File: src/rtl/mux_reg_8x8.sv
// Byte-wide page register bank: eight entries with per-entry loads, a select-driven
// read mux and a full-bank serial scan chain (TD -> R[0][0] ... R[7][7] -> TQ).
module mux_reg_8x8 #(
  parameter int DATA_W = 8,
  parameter int DEPTH  = 8,
  parameter int SEL_W  = 3
) (
  input  logic              CLK,
  input  logic              RESET,
  input  logic [DATA_W-1:0] IN,
  input  logic [DEPTH-1:0]  EN_IN,
  input  logic [SEL_W-1:0]  EN_OUT,
  output logic [DATA_W-1:0] OUT,
  input  logic              TC,
  input  logic              TD,
  output logic              TQ
);

  logic [DATA_W-1:0] r [DEPTH];

  // Priority: reset, then scan shift (suppresses every load), then per-entry loads.
  // In scan mode each entry shifts toward its MSB; its LSB is fed from the previous
  // entry's MSB, so the chain runs R[0] first and R[DEPTH-1] last.
  always_ff @(posedge CLK) begin
    if (RESET) begin
      for (int i = 0; i < DEPTH; i++) r[i] <= '0;
    end else if (TC) begin
      r[0] <= {r[0][DATA_W-2:0], TD};
      for (int i = 1; i < DEPTH; i++) r[i] <= {r[i][DATA_W-2:0], r[i-1][DATA_W-1]};
    end else begin
      for (int i = 0; i < DEPTH; i++) begin
        if (EN_IN[i]) r[i] <= IN;
      end
    end
  end

  // Read path is from the registers only; a same-cycle write is seen after the edge.
  assign OUT = r[EN_OUT];
  assign TQ  = r[DEPTH-1][DATA_W-1];

endmodule

File: config.mk
export PLATFORM = sky130hd
export DESIGN_NAME = mux_reg_8x8
export DESIGN_NICKNAME = d
export VERILOG_FILES = /design/src/rtl/mux_reg_8x8.sv
export SDC_FILE = /design/constraint.sdc
export NUM_CORES = 1
export LEC_CHECK = 0
export BUFFER_PORTS_ARGS = -buffer_cell sky130_fd_sc_hd__buf_2
export CORE_AREA = 8 8 70 102
export DETAILED_ROUTE_END_ITERATION = 8
export DIE_AREA = 0 0 78 110
export PLACE_DENSITY_LB_ADDON = 0.25
export SYNTH_ARGS = -nofsm -noshare
export SYNTH_HDL_FRONTEND = slang
export SYNTH_SLANG_ARGS = --single-unit
File: constraint.sdc
create_clock -name CLK -period 4 [get_ports CLK]
set_clock_uncertainty 0.15 [all_clocks]
set_input_delay 0.6 -clock CLK [delete_from_list [all_inputs] [get_ports CLK]]
set_output_delay 0.6 -clock CLK [all_outputs]
set_load 0.005 [all_outputs]
==> results of run 1 <==
## worst max-delay path: cells and delay by family
family / cells / cell delay, ns
buffers and inverters: 2 / 0.48
multiplexers: 2 / 0.94
## stage by stage
stage          cell area [um2]  instances  util, %  power (mW)
5_1_grt                   3769        360    66.11       1.612
4_1_cts                   3769        360    66.11       1.557
3_3_place_gp              3590        344    62.97       1.034
6_report                  3769        360    66.11       1.555
3_5_place_dp              3590        344    62.97       1.039
2_1_floorplan             3482        268        -      0.9748
## power by group
group | internal [mW] | switching (mW)
registers | 0.798 | 0.0324
logic | 0.0914 | 0.104
clock network | 0.282 | 0.248
total | 1.17 | 0.384
## final cells by class
type / count / area [um2] / area share, %
sequential: 64 / 1922 / 51.00
multi-input combinational: 175 / 1408 / 37.35
timing repair buffer: 33 / 170.2 / 4.515
clock buffer: 11 / 131.4 / 3.486
tap: 72 / 90.09 / 2.390
clock inverter: 5 / 47.55 / 1.262
## Yosys cell counts, drive strengths merged
library cell	instances	area, um2
a21oi	6	30.03
a22oi	42	315.3
buf	13	92.59
clkbuf	16	60.06
edfxtp	64	1922
mux2	8	105.1
mux2i	16	160.2
mux4	16	405.4
nand2	6	22.52
nand2b	2	12.51
nand3b	6	45.04
nor2	58	217.7
nor2b	7	43.79
or3	8	50.05
## cells in the final DEF, fill, tap and decap left out
cell type,netlist,layout
a21oi_1,6,6
a22oi_1,42,42
buf_2,4,31
buf_4,0,2
bufinv_16,0,1
clkbuf_1,16,2
clkbuf_8,0,9
clkinv_1,0,2
clkinv_2,0,2
edfxtp_1,64,64
mux2_2,4,4
mux2_4,4,4
mux2i_1,16,16
mux4_1,12,12
mux4_2,4,4
nand2_1,6,6
nand2b_1,2,2
nand3b_1,6,6
nor2_1,58,58
nor2b_1,7,7
or3_1,8,8
## per-layer routing
metal,track usage [%],vias to the layer above
met4,8.511,0
met1,22.48,1186
li1,-,1062
met3,4.870,12
met2,33.37,104
met5,0,-
## logic make-up (layout without fill, tap and decap cells)
| logic type | count (synthesis) | in the layout |
|---|---|---|
| AND/OR/NAND/NOR | 87 | 87 |
| multiplexers | 40 | 40 |
| buffers and inverters | 29 | 49 |
| AO/OA/AOI/OAI | 48 | 48 |
| flip-flops | 64 | 64 |
## path summary, 6_finish.rpt
path                               from                    end  slack (ns)
setup / recovery              EN_OUT[2]                 OUT[4]        1.22
hold / removal                    IN[2]      r[6][2]$_DFFE_PP_        0.46
setup reg to reg  r[3][7]$_SDFFCE_PN0P_      r[4][0]$_DFFE_PP_        2.85
hold reg to reg   r[3][1]$_SDFFCE_PN0P_  r[3][2]$_SDFFCE_PN0P_        0.46
==> run summary, run 1 <==
Leak - 1.565 nW
Synthesis warning total - 0
Die H - 110 um
R2R depth - 2
Slew @ Worst Pin - 0.8190 ns
Clk_lat worst skew - 0.35 ns
DRT iter0 DRCs - 280
CORE AREA - 5700 um2
Share of cells above drive strength 1 - 19.79%
Clock sink count - 64
Compound-gate portion of the synthesized area - 9.917%
Setup ws final - 1.217 ns
Peak VDD IR - 0.2869 mV
Critical path class - in2out
Worst Path Arrival - 2.03 ns
Unrepaired setup endpoints after global routing - no
PortBufs - 31
Syn avg cell area - 12.99 um2
Clock Root Buffer - clkbuf_8
Starting Density - 61.08%
Postcts setup bufs - 0
Routed len/inst - 22.25 um
CP Launch Type - input port
Ports - 32
CTS tree - yes
Largest family of logic cells by synthesized area - multiplexers
Synth Area in Simple Gates - 11.25%
Crit Path Max Fanout - 16
XOR/XNOR share of the synthesized area - 0%
CTS clock-pin slew for the worst setup and hold paths - 0.08 ns
Nets - 306
Multiplexer area fraction after synthesis - 19.26%
Hold Buf Count CTS - 0
ANT nets after route - 0
Fmax - 359.4 MHz
Metal2 WL - 4.396 mm
Final setup fails - 0
Cell variety after synth - 19
Critical Path Sink Type - primary output
Grt total ovfl - 0
DRT met1 WL - 3.021 mm
P per Cell Area - 412.7 nW/um2
Antenna violations before repair - 0
Setup TNS - 0 ns
Max-slew headroom - 45.40%
Hold Worst Slack - 0.4578 ns
WHS Path Cells - 3
RD Place Congestion - 0.8251
GR Util All Layers - 19.37%
Status - finished clean
Fill count - 451
Clk buf depth - 2
Hold Path Class - in2reg
# rows - 34
Period minus WS final - 2.783 ns
Number of synthesized register bits - 64
Synth Cell Area - 3482 um2
H-tree depth - 3
Final Cycle Share - 69.57%
First-pass GRT wire length - 12.63 mm
Via count - 2,364
Drc violations - 0
Diode count - 0
Number of vias per cell - 6.567
Final hold violations - 0
Vias in the first global route - 2,329
Post-cts gate resize count - 0
Met3 WL - 488 um
Slowest CP cell - mux4_1
Dpl ws - 1.215 ns
Syn Nets - 291
DP Wirelength - 5.773 mm
Biggest register - r
CP cell instances - buf_2, mux4_1, mux2_4, buf_2
Largest net degree at the start of global routing - 50
Top Registers - r (64)
Area growth syn-to-layout - 8.228%
Cells after synthesis - 268
Synthesized-area fraction occupied by adder cells - 0%
Die Wd - 78 um
Pre-antenna DRT Iters - 5
Maxcap violations - 0
Drt total wl - 8.010 mm
Max incr delay on CP - 0.66 ns
Most used cell, CP - buf_2
Worst EP required - 3.25 ns
Max reg flops - 64
Die footprint - 8580 um2
Sequential element share of the synthesized area - 55.19%
CTS Buf Count - 9
Slew Limit Fails - 0
Uppermost layer routed - met4
(Power assumes the default switching activity.)
==> run 2, diff against run 1 <==
- CORE_AREA: 8 8 70 102 -> 8 8 75 110
- DIE_AREA: 0 0 78 110 -> 0 0 83 118
- clock period: 4 -> 2.35 ns (I/O delays scaled with it)
==> run summary, run 2 (synthesized netlist as in run 1, its figures left out) <==
Clock network power share - 30.1%
Postcts setup bufs - 0
Diode count - 0
Nets - 317
CTS tree - yes
Period minus WS final - 2.182 ns
Reg power frac - 56.2%
Slew @ Worst Pin - 0.5362 ns
Grt total ovfl - 0
Final setup fails - 0
Clk buf depth - 2
Peak VDD IR - 0.2965 mV
# rows - 37
CORE AREA - 6713 um2
Antenna violations before repair - 0
Final Cycle Share - 92.84%
Ports - 32
Hold Buf Count CTS - 0
Die Wd - 83 um
Critical Path Sink Type - primary output
Worst Path Arrival - 1.68 ns
Pre-antenna DRT Iters - 4
PortBufs - 31
Switching power - 628.1 uW
Hold Path Class - in2reg
Largest net degree at the start of global routing - 27
Commonest non-fill, non-tap cell in the layout - edfxtp_1
Area of the multi-input gates - 1408 um2
Setup TNS - 0 ns
Clock sink count - 64
Area growth syn-to-layout - 9.810%
Worst Setup EP - OUT[4]
CP Launch Type - register
Top Registers - r (64)
Crit Path Max Fanout - 2
CTS Buf Count - 9
Reg2reg start - r[1][0]$_SDFFCE_PN0P_
Fill count - 551
Comb power frac - 13.6%
Biggest register - r
DP Wirelength - 6.371 mm
Via count - 2,344
Max-slew headroom - 64.18%
Critical path class - reg2out
Vias in the first global route - 2,502
Hold wc startpoint - IN[1]
R2R setup slack - 1.22 ns
Number of vias per cell - 6.251
DRT iter0 DRCs - 251
P per Cell Area - 659.2 nW/um2
Net Sw Frac - 24.92%
R2R Path End - r[1][1]$_SDFFCE_PN0P_
GR Util All Layers - 17.16%
Hold Worst Slack - 0.2176 ns
Drc violations - 0
Leak - 1.599 nW
Slew Limit Fails - 0
ANT nets after route - 0
Internal power - 1.892 mW
Max reg flops - 64
Fmax - 458.3 MHz
Die footprint - 9794 um2
Clock Root Buffer - clkbuf_8
Die H - 118 um
Starting Density - 51.87%
Maxcap violations - 0
Clk_lat worst skew - 0.33 ns
H-tree depth - 3
Final hold violations - 0
Worst EP required - 1.85 ns
Status - finished clean
Unrepaired setup endpoints after global routing - no
RD Place Congestion - 0.8257
Critical path startpoint - r[4][4]$_DFFE_PP_
CTS clock-pin slew for the worst setup and hold paths - 0.06 ns
First-pass GRT wire length - 13.46 mm
Share of cells above drive strength 1 - 22.22%
Register area - 1922 um2
Drt total wl - 8.248 mm
R2R depth - 2
Post-cts gate resize count - 0
Most frequent cells in the layout - 64 x edfxtp_1, 58 x nor2_1, 42 x a22oi_1, 31 x buf_2, 16 x mux2i_1
Routed len/inst - 21.99 um
run 2: power by group through the flow:
stage / sequential [mW] / clock, mW / combinational, mW
floorplan: 1.41 / 0 / 0.253
global placement: 1.44 / 0 / 0.342
detailed placement: 1.44 / 0 / 0.347
CTS: 1.42 / 0.764 / 0.348
global route: 1.42 / 0.820 / 0.377
finish: 1.42 / 0.759 / 0.344
run 2: cell type report:
| cell class | count | area share, % |
|---|---|---|
| clock buffer | 12 | 3.534 |
| timing repair buffer | 44 | 6.610 |
| multi-input combinational | 175 | 36.81 |
| clock inverter | 2 | 0.2291 |
| sequential | 64 | 50.26 |
| tap | 78 | 2.552 |
run 2: metal layers:
| layer | routed length, um | global-route usage [%] | vias to the layer above |
|---|---|---|---|
| met5 | 0 | 0 | - |
| met4 | 180 | 7.174 | 0 |
| met3 | 386 | 4.363 | 16 |
| met2 | 4525 | 29.97 | 67 |
| met1 | 3156 | 19.11 | 1177 |
| li1 | - | - | 1084 |
run 2: critical path, cell delays in order, from the launching register on:
cell,delay [ns]
edfxtp_1,0.42
mux4_1,0.53
mux2_4,0.28
buf_2,0.13
run 2: stage by stage:
stage | power [mW] | cell area (um2) | util [%] | instances | worst slack [ns]
floorplan | 1.659 | 3482 | - | 268 | 0.5098
global placement | 1.782 | 3680 | 54.82 | 361 | 0.1794
detailed placement | 1.787 | 3680 | 54.82 | 361 | 0.1844
CTS | 2.528 | 3824 | 56.96 | 375 | 0.1604
global route | 2.622 | 3824 | 56.96 | 375 | 0.1057
finish | 2.520 | 3824 | 56.96 | 375 | 0.1682
run 2: how the worst min path moves through the flow:
stage	endpoint	slack, ns	cells after the start
floorplan	r[6][1]$_DFFE_PP_	0.40	2
detailed placement	r[7][3]$_DFFE_PP_	0.44	2
global route	r[7][5]$_DFFE_PP_	0.22	3
finish	r[7][1]$_DFFE_PP_	0.22	3
global placement	r[6][2]$_DFFE_PP_	0.44	2
CTS	r[6][2]$_DFFE_PP_	0.21	3
==> run 3, diff against run 2 <==
- CORE_AREA: 8 8 75 110 -> 8 8 72 106
- DIE_AREA: 0 0 83 118 -> 0 0 80 114
- SLEW_MARGIN: not set -> 20
- clock period: 2.35 -> 2.5 ns (I/O delays scaled with it)
==> run summary, run 3 (synthesized netlist as in run 1, its figures left out) <==
Slew @ Worst Pin - 0.5651 ns
Period minus WS final - 2.234 ns
Critical path class - reg2out
Postcts setup bufs - 0
Setup TNS - 0 ns
Drc violations - 0
CP cell instances - mux4_1, mux2_2, buf_2
Die Wd - 80 um
Reg power frac - 56.5%
Antenna violations before repair - 0
Largest net degree at the start of global routing - 31
First-pass GRT wire length - 13.04 mm
Worst Path Arrival - 1.71 ns
Drt total wl - 8.273 mm
Post-cts gate resize count - 0
Vias in the first global route - 2,393
Final setup fails - 0
Clk_lat worst skew - 0.33 ns
Peak VDD IR - 0.3405 mV
Max incr delay on CP - 0.53 ns
Critical Path Sink Type - primary output
Hold Path Class - in2reg
Die footprint - 9120 um2
Max reg flops - 64
Hold Buf Count CTS - 0
Switching power - 583.6 uW
CORE AREA - 6043 um2
Most frequent cells in the layout - 64 x edfxtp_1, 58 x nor2_1, 42 x a22oi_1, 31 x buf_2, 16 x mux2i_1
Maxcap violations - 0
ANT nets after route - 0
R2R depth - 2
Die H - 114 um
H-tree depth - 3
Clk buf depth - 2
Routed len/inst - 22.48 um
CP Buf/Inv Count - 1
Via count - 2,375
Pwr Total - 2.354 mW
Final hold violations - 0
Worst EP required - 1.98 ns
Top Registers - r (64)
Max-slew headroom - 62.33%
Grt total ovfl - 0
Final Cycle Share - 89.37%
Diode count - 0
Share of cells above drive strength 1 - 21.09%
Fmax - 447.6 MHz
Ports - 32
Number of vias per cell - 6.454
DRT iter0 DRCs - 264
CTS clock-pin slew for the worst setup and hold paths - 0.06 ns
CTS Buf Count - 9
Clock Root Buffer - clkbuf_8
Commonest non-fill, non-tap cell in the layout - edfxtp_1
Area growth syn-to-layout - 8.983%
Net Sw Frac - 24.79%
Comb power frac - 13.8%
Clock network power share - 29.7%
RD Place Congestion - 0.8077
Largest delay share family, worst path - multiplexers
CTS tree - yes
Crit Path Max Fanout - 2
Unrepaired setup endpoints after global routing - no
DP Wirelength - 6.167 mm
Status - finished clean
Pre-antenna DRT Iters - 5
CP Launch Type - register
WHS Path Cells - 3
Starting Density - 57.62%
Nets - 314
Internal power - 1.770 mW
Biggest register - r
Clock sink count - 64
# rows - 35
P per Cell Area - 620.3 nW/um2
Slew Limit Fails - 0
Slowest CP cell - mux4_1
GR Util All Layers - 19.02%
PortBufs - 31
Stages on the worst setup path - 3
Leak - 1.583 nW
-- run 3: cell count changes in the layout (fill, tap and decap cells not counted) --
cell      change
clkinv_1      +2
buf_4         -3
clkbuf_1      -1
clkinv_2      -1
-- run 3: worst paths after layout --
check / to / start / slack, ns
max reg2reg: r[5][6]$_DFFE_PP_ / r[5][5]$_DFFE_PP_ / 1.38
min reg2reg: r[5][7]$_DFFE_PP_ / r[5][6]$_DFFE_PP_ / 0.47
min: r[0][0]$_DFFE_PP_ / TD / 0.23
max: OUT[0] / r[1][0]$_SDFFCE_PN0P_ / 0.27
-- run 3: tightest hold or removal path: cells and delay by family --
family | cells | cell delay [ns]
compound gates | 1 | 0.07
simple gates | 1 | 0.08
buf+inv | 1 | 0.08
-- run 3: metrics by stage --
stage / instance area (um2) / hold WS, ns / setup WS (ns) / instances / utilization [%]
global placement: 3652 / 0.4438 / 0.3106 / 354 / 60.43
floorplan: 3482 / 0.4031 / 0.6148 / 268 / -
detailed placement: 3652 / 0.4391 / 0.2857 / 354 / 60.43
global route: 3795 / 0.2473 / 0.2217 / 368 / 62.80
CTS: 3795 / 0.2311 / 0.2673 / 368 / 62.80
finish: 3795 / 0.2348 / 0.2657 / 368 / 62.80
-- run 3: power groups by stage --
stage               Combinational, mW  Sequential (mW)  Clock [mW]
floorplan                       0.238             1.32           0
detailed placement              0.326             1.35           0
finish                          0.325             1.33       0.699
global placement                0.319             1.35           0
CTS                             0.327             1.33       0.703
global route                    0.355             1.34       0.740
-- run 3: area by class of cell --
class,count,area (um2)
Clock buffer,11,131.4
Clock inverter,3,11.26
Fill cell,472,2248
Multi-Input combinational cell,175,1408
Sequential cell,64,1922
Tap cell,74,92.59
Timing Repair Buffer,41,230.2
-- run 3: layer usage --
metal  track usage (%)  up-vias  share of wire [%]
met2             34.60       78                 56
met4             6.341        0                1.1
met1             20.90     1205                 38
li1                  -     1081                  -
met5                 0        -                  0
met3             4.016       11                5.1
